==> src/rtl/activation_writeback.sv <==
// rtl/activation_writeback.sv - requantize activation results to int8, pack, buffer and write to unified buffer
//
// Purpose: sinks the activation-stage result stream (no backpressure), saturates each
// 32-bit signed result to int8 after an arithmetic right shift, packs four per word
// (lane0 = bits[7:0]), queues words in a FIFO and writes them to consecutive
// unified-buffer addresses over a valid/ready port.
//
// Optional feature macro: ACT_WB_ROUND_EN (round half up before the shift).
//
// Ports:
//   clk, rst_n                 clock, asynchronous active-low reset
//   start, base_addr, length,  job launch and parameters (sampled in IDLE)
//   shift
//   valid_in, data_in          activation result stream
//   wr_valid, wr_ready,        unified-buffer write port
//   wr_addr, wr_data
//   busy, done, overflow       job status to the controller
module activation_writeback #(
  parameter int ADDR_W     = 12,
  parameter int FIFO_DEPTH = 8,
  parameter int LEN_W      = 16
) (
  input  logic              clk,
  input  logic              rst_n,
  input  logic              start,
  input  logic [ADDR_W-1:0] base_addr,
  input  logic [LEN_W-1:0]  length,
  input  logic [4:0]        shift,
  input  logic              valid_in,
  input  logic [31:0]       data_in,
  output logic              wr_valid,
  input  logic              wr_ready,
  output logic [ADDR_W-1:0] wr_addr,
  output logic [31:0]       wr_data,
  output logic              busy,
  output logic              done,
  output logic              overflow
);

  localparam int PW = $clog2(FIFO_DEPTH);

  typedef enum logic [1:0] {S_IDLE, S_RUN, S_FLUSH, S_DONE} state_t;
  state_t state_q, state_d;

  logic [LEN_W-1:0]  len_q;
  logic [LEN_W-1:0]  cnt_q;
  logic [4:0]        shift_q;
  logic [1:0]        lane_q;
  logic [31:0]       pack_q;
  logic [ADDR_W-1:0] addr_q;
  logic              ovf_q;
  logic [PW-1:0]     rptr_q, wptr_q;
  logic [PW:0]       count_q;
  logic [31:0]       mem_q [FIFO_DEPTH];

  logic              start_go, accept, last, push, pop, full, push_ok;
  logic signed [32:0] shifted;
  logic [7:0]        q8;
  logic [31:0]       word;

  // Requantization. Working at 33 bits keeps the rounded sum from wrapping and
  // lets both builds share the same saturation compare.
`ifdef ACT_WB_ROUND_EN
  logic signed [32:0] bias;
  always_comb begin
    bias    = (shift_q != 5'd0) ? (33'sd1 <<< (shift_q - 5'd1)) : 33'sd0;
    shifted = ($signed({data_in[31], data_in}) + bias) >>> shift_q;
  end
`else
  always_comb begin
    shifted = $signed({data_in[31], data_in}) >>> shift_q;
  end
`endif

  always_comb begin
    if (shifted > 33'sd127)       q8 = 8'h7F;
    else if (shifted < -33'sd128) q8 = 8'h80;
    else                          q8 = shifted[7:0];
  end

  assign start_go = (state_q == S_IDLE) && start;
  assign accept   = (state_q == S_RUN) && valid_in;
  assign last     = (cnt_q == len_q - LEN_W'(1));
  // Lanes above the current one are still zero because pack_q is cleared on every push.
  assign word     = pack_q | ({24'b0, q8} << {lane_q, 3'b000});
  assign push     = accept && ((lane_q == 2'd3) || last);

  assign full     = (count_q == (PW+1)'(FIFO_DEPTH));
  assign wr_valid = (count_q != '0);
  assign pop      = wr_valid && wr_ready;
  // A pop frees a slot in the same cycle, so a push into a full FIFO still lands.
  assign push_ok  = push && (!full || pop);
  assign wr_data  = wr_valid ? mem_q[rptr_q] : 32'h0;
  assign wr_addr  = addr_q;
  assign overflow = ovf_q;

  // State register
  always_ff @(posedge clk or negedge rst_n) begin
    if (!rst_n) state_q <= S_IDLE;
    else        state_q <= state_d;
  end

  // Next-state logic
  always_comb begin
    state_d = state_q;
    case (state_q)
      S_IDLE:  if (start) state_d = (length != '0) ? S_RUN : S_DONE;
      S_RUN:   if (accept && last) state_d = S_FLUSH;
      S_FLUSH: if (count_q == '0) state_d = S_DONE;
      S_DONE:  state_d = S_IDLE;
      default: state_d = S_IDLE;
    endcase
  end

  // Output logic
  always_comb begin
    busy = (state_q != S_IDLE);
    done = (state_q == S_DONE);
  end

  // Job parameters, element packing, address and FIFO bookkeeping
  always_ff @(posedge clk or negedge rst_n) begin
    if (!rst_n) begin
      len_q   <= '0;
      cnt_q   <= '0;
      shift_q <= '0;
      lane_q  <= '0;
      pack_q  <= '0;
      addr_q  <= '0;
      ovf_q   <= 1'b0;
      rptr_q  <= '0;
      wptr_q  <= '0;
      count_q <= '0;
    end else begin
      if (start_go) begin
        len_q   <= length;
        shift_q <= shift;
        cnt_q   <= '0;
        lane_q  <= '0;
        pack_q  <= '0;
        ovf_q   <= 1'b0;
      end else if (accept) begin
        cnt_q  <= cnt_q + LEN_W'(1);
        lane_q <= last ? 2'd0 : lane_q + 2'd1;
        pack_q <= push ? 32'h0 : word;
      end

      if (push && !push_ok) ovf_q <= 1'b1;

      if (start_go)  addr_q <= base_addr;
      else if (pop)  addr_q <= addr_q + ADDR_W'(1);

      if (push_ok) wptr_q <= wptr_q + PW'(1);
      if (pop)     rptr_q <= rptr_q + PW'(1);
      count_q <= count_q + (PW+1)'(push_ok) - (PW+1)'(pop);
    end
  end

  // FIFO storage needs no reset: wr_data is masked whenever the FIFO is empty.
  always_ff @(posedge clk) begin
    if (push_ok) mem_q[wptr_q] <= word;
  end

endmodule
==> config.mk <==
export PLATFORM = sky130hd
export DESIGN_NAME = activation_writeback
export DESIGN_NICKNAME = d
export VERILOG_FILES = /design/src/rtl/activation_writeback.sv
export SDC_FILE = /design/constraint.sdc
export NUM_CORES = 1
export LEC_CHECK = 0
export CAP_MARGIN = 20
export CORE_AREA = 2 2 279 212
export DETAILED_ROUTE_END_ITERATION = 12
export DIE_AREA = 0 0 281 214
export DONT_BUFFER_PORTS = 1
export GPL_ROUTABILITY_DRIVEN = 0
export HOLD_SLACK_MARGIN = 0.06
export PLACE_DENSITY = 0.55
export SETUP_SLACK_MARGIN = 0.02
export SYNTH_ARGS = -nofsm -noshare
export SYNTH_HDL_FRONTEND = slang
export SYNTH_SLANG_ARGS = --single-unit
==> constraint.sdc <==
create_clock -name clk -period 13.5 [get_ports clk]
set_input_delay 2.7 -clock clk [delete_from_list [all_inputs] [get_ports clk]]
set_output_delay 2.7 -clock clk [all_outputs]
set_load 0.02 [all_outputs]
**Word level (Yosys, flattened, before mapping)**

Memories as Yosys holds them, arrays and structs flattened.
Cells that the tools add are included.

- Flip-flop bits (word level): 96
- RAM bits: 256
- Input bits: 70
- Logic and storage cells: 76
- Memories kept: 1

- Add/subtract/negate cells: 8
- $lt $le $gt $ge: 2
- Equality and inequality tests: 9
- Shift-type cells: 2
- Muxes and demuxes: 22
- Bitwise logic cells: 1
- Reductions and logical operators: 20

Memories:

| memory | words | width | read ports | clocked after Yosys merged registers in | wr ports | line | source |
|---|---|---|---|---|---|---|---|
| mem_q | 8 | 32 | 1 | 0 | 1 | 54 | `logic [31:0] mem_q [FIFO_DEPTH];` |

Operators with widths:

| kind | number |
|---|---|
| 32-bit 2-to-1 mux | 4 |
| 33-bit by 8-bit greater-than comparator with 1-bit output (second input constant) | 1 |
| 33-bit by 8-bit < comparator with 1-bit output (second input constant) | 1 |
| 32-bit by 5-bit >>> shifter with 33-bit output | 1 |
| 16-bit 2-to-1 mux | 2 |
| 32-bit OR | 1 |
| 8-bit by 5-bit << shifter with 32-bit output | 1 |
| 12-bit 2-to-1 mux | 2 |
| 16-bit by 1-bit adder with 16-bit output (second input constant) | 1 |
| 16-bit == test | 1 |
| 8-bit 2-to-1 mux | 2 |
| 16-bit nonzero test | 1 |
| 16-bit by 1-bit subtractor with 16-bit output (second input constant) | 1 |
| 2-bit 2-to-1 mux | 7 |
| 12-bit by 1-bit adder with 12-bit output (second input constant) | 1 |
| 2-bit one-hot mux with 4 select lines | 1 |
| 2-bit nonzero test | 4 |
| 1-bit logical AND | 7 |
| 3-bit by 1-bit adder with 3-bit output (second input constant) | 2 |
| 2-bit == test (second input constant) | 3 |
| 4-bit by 1-bit adder with 4-bit output | 1 |
| 4-bit == test (second input constant) | 1 |
| 4-bit zero test | 1 |
| 1-bit 2-to-1 mux | 4 |
| other kinds (10) | 13 |

**Depth between registers and ports, before layout**

Gate-level depths: netlist (run 1).

- Depth in word-level cells: 9
- Depth in mapped cells: 16
- Mapped depth without buffers: 16

**Least setup slack after synthesis (run 1)**

Ideal clock, no wire load.

- Kind: input port to flip-flop
- Start point: input port wr_ready
- End point: memory mem_q[1][0] (enable)
- Setup time: 0.502 ns
- Data arrival time: 6.516 ns
- Path slack: 6.482 ns
- Stages: 5
- Buffers on the path: 0
- Cell sequence: nand2_1 and3_1 nor3_1 inv_2 nor4_1

- Word-level cells in the longest chain between the ends: 5

Ends and longest elaborated chain:

| item | line | source |
|---|---|---|
| start, declared | 32 | `input logic wr_ready,` |
| 1-bit logical AND | 90 | `assign pop = wr_valid && wr_ready;` |
| 1-bit logical OR | 92 | `assign push_ok = push && (!full \|\| pop);` |
| 1-bit logical AND | 92 |  |
| 1-bit 2-to-1 mux | 161 | `if (push_ok) mem_q[wptr_q] <= word;` |
| 1-bit 2-to-1 mux (not written as such) | 161 |  |
| end, declared | 54 |  |

No other way between the ends.

**Worst setup path in the final report (run 1)**

- Start point: register rptr_q[0]
- End point: output port wr_data[9]

- Word-level cells in the longest chain between the ends: 2

Ends and longest elaborated chain:

| item | line | source |
|---|---|---|
| start, declared | 52 | `logic [PW-1:0] rptr_q, wptr_q;` |
| start signal, assigned | 154 | `if (pop) rptr_q <= rptr_q + PW'(1);` |
| memory read 8 x 32 bit | n/a |  |
| 32-bit 2-to-1 mux | 93 | `assign wr_data = wr_valid ? mem_q[rptr_q] : 32'h0;` |
| end, declared | 34 | `output logic [31:0] wr_data,` |

No other way between the ends.

==> flow_metrics.py, run 1 <==
metrics = {
    "sta": {
        "worst_clock_skew_ns": 0.00977,
        "final_period_minus_worst_setup_slack_ns": 6.09,
        "maxClockFrequency_mhz": 164,
        "final_critical_path_setup_slack_ns": 7.41,
        "setup_repair_after_global_routing_missed_its_margin": "no",
        "finalCritPeriodShare_pct": 45.1,
        "worst-slew-pin-transition_ns": 1.04,
        "max_slew_margin_pct": 29.9,
        "fin_setup_tns_ns": 0,
        "report.final.hold_viol_count": 0,
        "timing.final.setup_violations": 0,
        "drv_slew": 0,
    },
    "drt": {
        "via_per_inst": 5.31,
        "detail-route-antenna-nets": 0,
        "avgRoutedWirePerCell_um": 21.9,
        "finalWirelength_um": 45100,
        "dr_wl_met2_um": 19300,
        "drtIter0Drc": 989,
        "route.met3.wl_um": 3540,
        "dr.max_layer_used": "met4",
        "detail_route.wirelength.met1_um": 21800,
        "drt-pass1-iter-count": 5,
        "vias": 10900,
        "post-route-drc-count": 0,
    },
    "setup_path": {
        "crit_path_end": "wr_data[9]",
        "crit_required_ns": 10.80,
        "r2r_setup_slack_ns": 8.19,
        "r2r-start": "len_q[4]$_DFFE_PN0P_",
        "worstSetupPathType": "flop to primary output",
        "worstSetupStartpointType": "flop",
        "timing.critical_path.from": "rptr_q[0]$_DFFE_PN0P_",
        "worstSetupEndpointType": "primary output",
        "timing.rr.end": "mem_q[6][5]$_DFFE_PP_",
        "worstPathMaxFanout": 36,
        "critical_path_arrival_ns": 3.39,
        "reg2reg_path_depth": 10,
    },
    "cells_and_area": {
        "design.final.nets": 1345,
        "post_route_cells_drive_above_1_share_pct": 17.2,
        "layout.cells.most_common_list": "edfxtp_1, nand2_1, mux4_2",
        "layout_commonest_cell": "edfxtp_1",
        "synthToLayoutAreaGrowth_pct": 10.2,
        "ff_latch_area_sq_um": 10100,
        "final.fill_count": 5579,
        "final_area_sq_um": 19500,
        "area_taken_by_multi_input_logic_gates_sq_um": 7040,
        "layoutNonFillerInstCount": 2063,
    },
    "placement": {
        "buffer_ports.inserted": 0,
        "placed_cells": 2003,
        "hpwl_um": 29100,
        "preCtsSetupSlack_ns": 7.19,
        "place_area_sq_um": 18500,
    },
    "clocking": {
        "postCtsSetupBuffers": 0,
        "cts_resized": 0,
        "clk_pin_slew_worst_paths_ns": 0.07,
        "cts-buffers-inserted": 31,
        "worst_skew_pair.late_latency_ns": 0.58,
        "cts.htree.levels": 1,
        "clk_path_buf_depth": 3,
        "cts_hold_repair.buffers": 0,
        "tritoncts": "yes",
        "clkSinkCount": 352,
        "ctsRootBufferMaster": "clkbuf_16",
    },
    "power_and_ir_drop": {
        "leakage_nw": 6.78,
        "power-per-cell-area_nw_per_um2": 217,
        "ir_worst_vdd_v": 0.0000966,
    },
    "floorplanning": {
        "die_width_um": 281,
        "rows": 76,
        "io_pins": 118,
        "core_sq_um": 57100,
        "start_util_pct": 31.0,
        "design.die.area_sq_um": 60100,
        "die-height_um": 214,
    },
    "logic_synthesis": {
        "yosys-top-cells-area": "edfxtp_1, dfrtp_1, mux4_2",
        "postSynth.asyncResetShare_pct": 27.3,
        "avgSynthCellArea_sq_um": 13.8,
        "ys_types": 80,
        "synth_top_area_share_pct": 43.4,
        "yosys_warnings": 0,
        "mappedNetlistArea_sq_um": 17700,
        "top_reg_cell_synth": "edfxtp_1",
        "synthesis.instances": 1286,
        "yosysSeqAreaShare_pct": 57.0,
        "synth.largest_area_cell": "edfxtp_1",
        "post_synthesis_net_count": 1374,
        "total_of_flip_flops_plus_latches_after_synthesis": 352,
        "synth_enable_flop_cells": 256,
    },
    "grt": {
        "track_usage_pct": 14.9,
        "grt_pass1_vias": 10900,
        "pin_count_of_the_biggest_net_entering_global_routing": 97,
        "global_route_overflow": 0,
        "antenna_found_initial": 0,
        "grt_first_pass_wirelength_um": 69100,
    },
    "run": {
        "max-cap-violations": 0,
    },
    "min_path": {
        "holdCritPathClass": "flop to flop",
        "hold_start": "pack_q[25]$_DFFE_PN0P_",
    },
    "outcome": {
        "outcome": "finished clean",
    },
}
## power by group
part | switching, mW | total (mW) | internal, mW
logic | 1.13 | 1.82 | 0.699
registers | 0.151 | 1.51 | 1.36
clock network | 0.398 | 0.890 | 0.492
## cells by family (layout without fill, tap and decap cells)
logic type / count (synthesis) / count (layout) / share of synthesized area [%]
adders and majority gates: 18 / 18 / 1.31
AOI/OAI and AO/OA: 190 / 190 / 7.88
buffers and inverters: 138 / 134 / 3.53
and+or+nand+nor: 349 / 349 / 9.92
DFF: 352 / 352 / 57.0
muxes: 189 / 189 / 17.9
other: 0 / 1 / 0
xor gates and xnor gates: 50 / 50 / 2.47
## registers in the layout, indices dropped and copies added (netlist names)
register,cells
len_q,16
shift_q,5
cnt_q,16
wr_addr,12
lane_q,2
overflow,1
rptr_q,3
wptr_q,3
pack_q,32
mem_q,256
state_q,2
count_q,4
## cell usage after synthesis, types with 25 or more instances
| library cell | count |
|---|---|
| a21oi_1 | 26 |
| clkbuf_1 | 42 |
| dfrtp_1 | 96 |
| edfxtp_1 | 256 |
| inv_1 | 53 |
| mux2i_1 | 70 |
| mux4_2 | 98 |
| nand2_1 | 126 |
| nand3_1 | 25 |
| nor2_1 | 86 |
| o21ai_0 | 26 |
| o31ai_1 | 31 |
| o32ai_1 | 29 |
| xnor2_1 | 25 |
| xor2_1 | 25 |
## final cells by class
| class | instances | share of cell area (%) |
|---|---|---|
| Antenna cell | 1 | 0.0128 |
| Tap cell | 780 | 5.00 |
| Inverter | 56 | 1.08 |
| Timing Repair Buffer | 20 | 0.892 |
| Clock buffer | 43 | 4.26 |
| Clock inverter | 15 | 0.911 |
| Multi-Input combinational cell | 796 | 36.1 |
| Sequential cell | 352 | 51.8 |
## critical path, stage by stage (launching register included)
cell and delay, ns:
dfrtp_4 0.95, buf_4 0.67, mux4_2 0.58, mux2i_1 0.35
nor2_1 0.20
## per-stage QoR
step / util [%] / power, mW / hold slack, ns
floorplan: - / 2.91 / 0.467
global placement: 32.3 / 3.34 / 0.485
detailed placement: 32.3 / 3.36 / 0.493
CTS: 34.1 / 4.26 / 0.509
global route: 34.1 / 4.48 / 0.518
finish: 34.1 / 4.23 / 0.506
## metal layers
metal	vias up	global-route usage (%)
met3	37	3.08
met4	0	2.05
met1	5596	23.4
met5	-	0
met2	406	21.3
li1	4906	-
## how the worst min path moves through the flow
stage	endpoint	slack (ns)	cells after the start
after floorplan	len_q[15]$_DFFE_PN0P_	0.47	2
after global placement	pack_q[27]$_DFFE_PN0P_	0.48	2
after detailed placement	pack_q[11]$_DFFE_PN0P_	0.49	2
after CTS	pack_q[8]$_DFFE_PN0P_	0.51	2
after global routing	count_q[0]$_DFF_PN0_	0.52	1
final	pack_q[25]$_DFFE_PN0P_	0.51	2
Note: power is estimated with default switching activity, not from simulation.
==> run 2: changes to the inputs <==
==> constraint.sdc (replaced) <==
create_clock -name clk -period 6.1 [get_ports clk]
set_input_delay 1.22 -clock clk [delete_from_list [all_inputs] [get_ports clk]]
set_output_delay 1.22 -clock clk [all_outputs]
set_load 0.02 [all_outputs]
==> run 2 against run 1 <==
Global-route usage up 0.079 points. Combinational power increased by 120%. Critical endpoint is now mem_q[3][9]$_DFFE_PP_. Clock power grew 130%. Critical path depth up 5. Via count shrank 0.25%. Worst setup slack got worse by 6.3 ns. Core utilization increased by 0.18 points. Clock-buffer cell count unchanged. Highest routed layer unchanged. Register-to-register slack got worse by 7.1 ns.
==> flow_metrics.py, run 2 (synthesized netlist as in run 1, its figures left out) <==
metrics = {
    "sta": {
        "drv_slew": 0,
        "worst-slew-pin-transition_ns": 0.987,
        "maxClockFrequency_mhz": 200,
        "final_critical_path_setup_slack_ns": 1.10,
        "worst_clock_skew_ns": 0.0130,
        "report.final.hold_viol_count": 0,
        "timing.final.setup_violations": 0,
        "final_period_minus_worst_setup_slack_ns": 5.00,
        "fin_setup_tns_ns": 0,
        "max_slew_margin_pct": 33.6,
        "finalCritPeriodShare_pct": 81.9,
        "setup_repair_after_global_routing_missed_its_margin": "no",
    },
    "grt": {
        "grt.met3_usage_pct": 4.80,
        "global_route.peak_usage_layer": "met1",
        "grt_first_pass_wirelength_um": 69100,
        "track_usage_pct": 15.0,
        "antenna_found_initial": 1,
        "pin_count_of_the_biggest_net_entering_global_routing": 97,
        "grt.met2_usage_pct": 21.3,
        "grt.met1_usage_pct": 22.4,
        "global_route_overflow": 0,
        "grt_pass1_vias": 11100,
    },
    "clocking": {
        "clk_path_buf_depth": 3,
        "cts_hold_repair.buffers": 0,
        "tritoncts": "yes",
        "postCtsSetupBuffers": 0,
        "clkSinkCount": 352,
        "cts_resized": 0,
        "cts.htree.levels": 2,
        "worst_skew_pair.late_latency_ns": 0.53,
        "ctsRootBufferMaster": "clkbuf_16",
        "clk_pin_slew_worst_paths_ns": 0.06,
        "cts-buffers-inserted": 34,
    },
    "cells_and_area": {
        "largest_reg_flops": 256,
        "final.fill_count": 5547,
        "post_route_cells_drive_above_1_share_pct": 17.8,
        "layout_commonest_cell": "edfxtp_1",
        "top_regs": "mem_q x256, pack_q x32",
        "layout.cells.most_common_list": "edfxtp_1, nand2_1, mux4_2",
        "design.final.nets": 1355,
        "synthToLayoutAreaGrowth_pct": 10.8,
        "layoutNonFillerInstCount": 2074,
        "regMostFlops": "mem_q",
    },
    "drt": {
        "detail-route-antenna-nets": 0,
        "drtIter0Drc": 1091,
        "drt-pass1-iter-count": 7,
        "avgRoutedWirePerCell_um": 21.7,
        "finalWirelength_um": 45100,
        "vias": 10900,
        "via_per_inst": 5.26,
        "post-route-drc-count": 0,
    },
    "setup_path": {
        "r2r-start": "shift_q[1]$_DFFE_PN0P_",
        "r2r_setup_slack_ns": 1.10,
        "worstPathMaxFanout": 34,
        "timing.rr.end": "mem_q[3][9]$_DFFE_PP_",
        "reg2reg_path_depth": 9,
        "critical_path_arrival_ns": 5.19,
        "worstSetupPathType": "flop to flop",
        "crit_required_ns": 6.29,
        "worstSetupStartpointType": "flop",
        "worstSetupEndpointType": "flop",
    },
    "floorplanning": {
        "core_sq_um": 57100,
        "rows": 76,
        "die_width_um": 281,
        "die-height_um": 214,
        "start_util_pct": 31.0,
        "io_pins": 118,
        "design.die.area_sq_um": 60100,
    },
    "placement": {
        "placed_cells": 2009,
        "buffer_ports.inserted": 0,
        "hpwl_um": 29800,
        "preCtsSetupSlack_ns": 1.21,
    },
    "power_and_ir_drop": {
        "power-per-cell-area_nw_per_um2": 483,
        "fin_total_pwr_mw": 9.47,
        "ir_worst_vdd_v": 0.000252,
        "leakage_nw": 6.85,
    },
    "run": {
        "max-cap-violations": 0,
    },
    "min_path": {
        "holdCritPathClass": "input port to async pin",
    },
    "outcome": {
        "outcome": "finished clean",
    },
}
-- run 2: changes by cell type in the layout (fill, tap and decap cells not counted), sizes merged --
cell,previous run,this run
buf,20,27
clkinv,5,14
clkinvlp,5,2
bufinv,3,1
-- run 2: cell type report --
class / instances / area (sq um) / area share (%)
inverters: 56 / 210 / 1.07
well taps: 780 / 976 / 4.98
flip-flops and latches: 352 / 10100 / 51.5
diodes: 1 / 2.50 / 0.0128
multi-input cells: 796 / 7040 / 35.9
clock inverters: 19 / 134 / 0.683
clock buffers: 43 / 926 / 4.72
repair buffers: 27 / 228 / 1.16
-- run 2: worst max-delay path by stage --
stage,from,to,slack [ns],depth (start not counted)
floorplan,len_q[0]$_DFFE_PN0P_,mem_q[1][0]$_DFFE_PP_,0.03,9
global placement,shift_q[1]$_DFFE_PN0P_,mem_q[3][12]$_DFFE_PP_,1.27,9
detailed placement,shift_q[1]$_DFFE_PN0P_,mem_q[7][27]$_DFFE_PP_,1.21,8
CTS,shift_q[1]$_DFFE_PN0P_,mem_q[1][12]$_DFFE_PP_,1.18,9
global route,shift_q[1]$_DFFE_PN0P_,mem_q[5][12]$_DFFE_PP_,0.83,9
finish,shift_q[1]$_DFFE_PN0P_,mem_q[3][9]$_DFFE_PP_,1.10,9
-- run 2: through the flow --
step / utilization (%) / area, sq um / hold WS [ns]
after floorplan: - / 17700 / 0.467
after global placement: 32.4 / 18500 / 0.487
after detailed placement: 32.4 / 18500 / 0.493
after CTS: 34.3 / 19600 / 0.366
after global routing: 34.3 / 19600 / 0.365
final: 34.3 / 19600 / 0.392
-- run 2: where the power goes --
part / switching [mW] / internal [mW] / leakage, nW / total [mW]
Combinational: 2.39 / 1.56 / 2.74 / 3.95
Sequential: 0.473 / 3.02 / 3.59 / 3.49
Clock: 0.906 / 1.13 / 0.518 / 2.03
-- run 2: layer usage --
metal,up-vias,wire length (um),part of all wire (%)
met5,-,0,0
met4,0,615,1.4
met3,50,4620,10
met2,436,19100,42
met1,5512,20800,46
li1,4920,-,-
-- run 2: critical path: stages (launching register included) --
cell and delay, ns:
dfrtp_2 0.91, buf_4 0.43, mux2i_1 0.25, mux4_2 0.53, o31a_1 0.30, a21oi_1 0.18, a41oi_1 0.39, buf_4 0.31
o41a_1 0.49, o31ai_1 0.87
==> run 3: changes to the inputs <==
==> constraint.sdc (replaced) <==
create_clock -name clk -period 5.2 [get_ports clk]
set_input_delay 1.04 -clock clk [delete_from_list [all_inputs] [get_ports clk]]
set_output_delay 1.04 -clock clk [all_outputs]
set_load 0.02 [all_outputs]
==> run 3 against run 2 <==
Routed wire length barely moved. Clock-buffer cell count fell by 2. Sequential share of layout area fell by 0.37 points.
==> flow_metrics.py, run 3 (synthesized netlist as in run 1, its figures left out) <==
metrics = {
    "outcome": {
        "outcome": "finished clean",
    },
    "floorplanning": {
        "core_sq_um": 57100,
        "die-height_um": 214,
        "start_util_pct": 31.0,
        "io_pins": 118,
        "rows": 76,
        "die_width_um": 281,
        "design.die.area_sq_um": 60100,
    },
    "setup_path": {
        "worstSetupEndpointType": "flop",
        "worstSetupPathType": "flop to flop",
        "timing.rr.end": "mem_q[5][27]$_DFFE_PP_",
        "worstSetupStartpointType": "flop",
        "worstPathMaxFanout": 25,
        "critical_path_arrival_ns": 4.89,
        "crit_path_end": "mem_q[5][27]$_DFFE_PP_",
        "reg2reg_path_depth": 8,
        "r2r-start": "shift_q[1]$_DFFE_PN0P_",
        "crit_required_ns": 5.40,
        "r2r_setup_slack_ns": 0.51,
        "timing.critical_path.from": "shift_q[1]$_DFFE_PN0P_",
    },
    "power_and_ir_drop": {
        "p_int_mw": 6.74,
        "p_sw_mw": 4.40,
        "power-per-cell-area_nw_per_um2": 564,
        "switching_share_pct": 39.5,
        "ir_worst_vdd_v": 0.000355,
        "combPwrFrac_pct": 41.6,
        "clkPwrFrac_pct": 21.8,
        "seqPwrFrac_pct": 36.6,
        "leakage_nw": 6.90,
    },
    "sta": {
        "report.final.hold_viol_count": 0,
        "final_critical_path_setup_slack_ns": 0.511,
        "worst_clock_skew_ns": 0.0296,
        "final_period_minus_worst_setup_slack_ns": 4.69,
        "worst-slew-pin-transition_ns": 1.12,
        "drv_slew": 0,
        "maxClockFrequency_mhz": 213,
        "setup_repair_after_global_routing_missed_its_margin": "no",
        "timing.final.setup_violations": 0,
        "finalCritPeriodShare_pct": 90.2,
        "max_slew_margin_pct": 25.0,
    },
    "drt": {
        "vias": 11000,
        "finalWirelength_um": 45100,
        "detail-route-antenna-nets": 0,
        "via_per_inst": 5.29,
        "post-route-drc-count": 0,
        "avgRoutedWirePerCell_um": 21.8,
        "drt-pass1-iter-count": 5,
        "drtIter0Drc": 1104,
    },
    "clocking": {
        "clk_path_buf_depth": 3,
        "clk_pin_slew_worst_paths_ns": 0.06,
        "cts-buffers-inserted": 35,
        "cts_resized": 0,
        "cts.htree.levels": 2,
        "cts_hold_repair.buffers": 0,
        "worst_skew_pair.late_latency_ns": 0.54,
        "clkSinkCount": 352,
        "tritoncts": "yes",
        "postCtsSetupBuffers": 0,
        "ctsRootBufferMaster": "clkbuf_16",
    },
    "cells_and_area": {
        "antenna-diode-count": 0,
        "regMostFlops": "mem_q",
        "layout.cells.most_common_list": "edfxtp_1, nand2_1, mux4_2",
        "layout_commonest_cell": "edfxtp_1",
        "post_route_cells_drive_above_1_share_pct": 17.9,
        "synthToLayoutAreaGrowth_pct": 11.6,
        "largest_reg_flops": 256,
        "top_regs": "mem_q x256, pack_q x32",
        "final_core_utilization_pct": 34.6,
        "design.final.nets": 1358,
        "final_area_sq_um": 19800,
    },
    "placement": {
        "hpwl_um": 29400,
        "preCtsSetupSlack_ns": 0.560,
        "buffer_ports.inserted": 0,
        "place_area_sq_um": 18700,
    },
    "grt": {
        "grt_pass1_vias": 11000,
        "pin_count_of_the_biggest_net_entering_global_routing": 97,
        "track_usage_pct": 15.0,
        "antenna_found_initial": 0,
        "global_route_overflow": 0,
        "grt_first_pass_wirelength_um": 69300,
    },
    "run": {
        "max-cap-violations": 0,
    },
    "min_path": {
        "holdCritPathClass": "input port to async pin",
    },
}
[run 3: layer usage]
| layer | wire length [um] | global-route usage (%) | share of wire, % | vias up |
|---|---|---|---|---|
| li1 | - | - | - | 4924 |
| met3 | 4050 | 4.37 | 9.0 | 36 |
| met2 | 18900 | 21.1 | 42 | 423 |
| met1 | 21700 | 23.0 | 48 | 5597 |
| met4 | 509 | 2.42 | 1.1 | 0 |
| met5 | 0 | 0 | 0 | - |
[run 3: stage by stage]
step                      hold slack (ns)  power (mW)  std cells  TNS, ns
after floorplan                     0.467        7.56       1286   -59.93
after global placement              0.485        8.72       2012        0
after detailed placement            0.492        8.77       2012        0
after CTS                           0.178        11.2       2073        0
after global routing                0.173        11.8       2074        0
final                               0.207        11.1       2074        0
[run 3: final cells by class]
| class | count | area, sq um |
|---|---|---|
| fill | 5503 | 37400 |
| clock buffer | 41 | 898 |
| multi-input combinational | 796 | 7040 |
| tap | 780 | 976 |
| timing repair buffer | 29 | 355 |
| clock inverter | 20 | 176 |
| sequential | 352 | 10100 |
| inverter | 56 | 210 |
[run 3: critical path, stage by stage (launching register included)]
cell and delay [ns]:
dfrtp_2 0.78, buf_4 0.35, mux4_1 0.60, mux2i_1 0.35
a222oi_1 0.14, or3_1 0.41, or4b_1 0.87, nor3b_4 0.53
o31ai_1 0.31
[run 3: worst min-delay path by stage]
stage                           startpoint                endpoint  slack (ns)  depth (start not counted)
floorplan            len_q[15]$_DFFE_PN0P_   len_q[15]$_DFFE_PN0P_        0.47                          2
global placement    pack_q[30]$_DFFE_PN0P_  pack_q[30]$_DFFE_PN0P_        0.48                          2
detailed placement   pack_q[2]$_DFFE_PN0P_   pack_q[2]$_DFFE_PN0P_        0.49                          2
CTS                                  rst_n    cnt_q[5]$_DFFE_PN0P_        0.18                          0
global route                         rst_n    overflow$_DFFE_PN0P_        0.17                          0
finish                               rst_n    cnt_q[5]$_DFFE_PN0P_        0.21                          0
[run 3: power by group through the flow]
stage	clock network [mW]	logic, mW	registers [mW]
5_1_grt	2.61	5.06	4.14
6_report	2.42	4.64	4.08
3_5_place_dp	0	4.63	4.14
3_3_place_gp	0	4.58	4.14
2_1_floorplan	0	3.74	3.82
4_1_cts	2.50	4.64	4.08
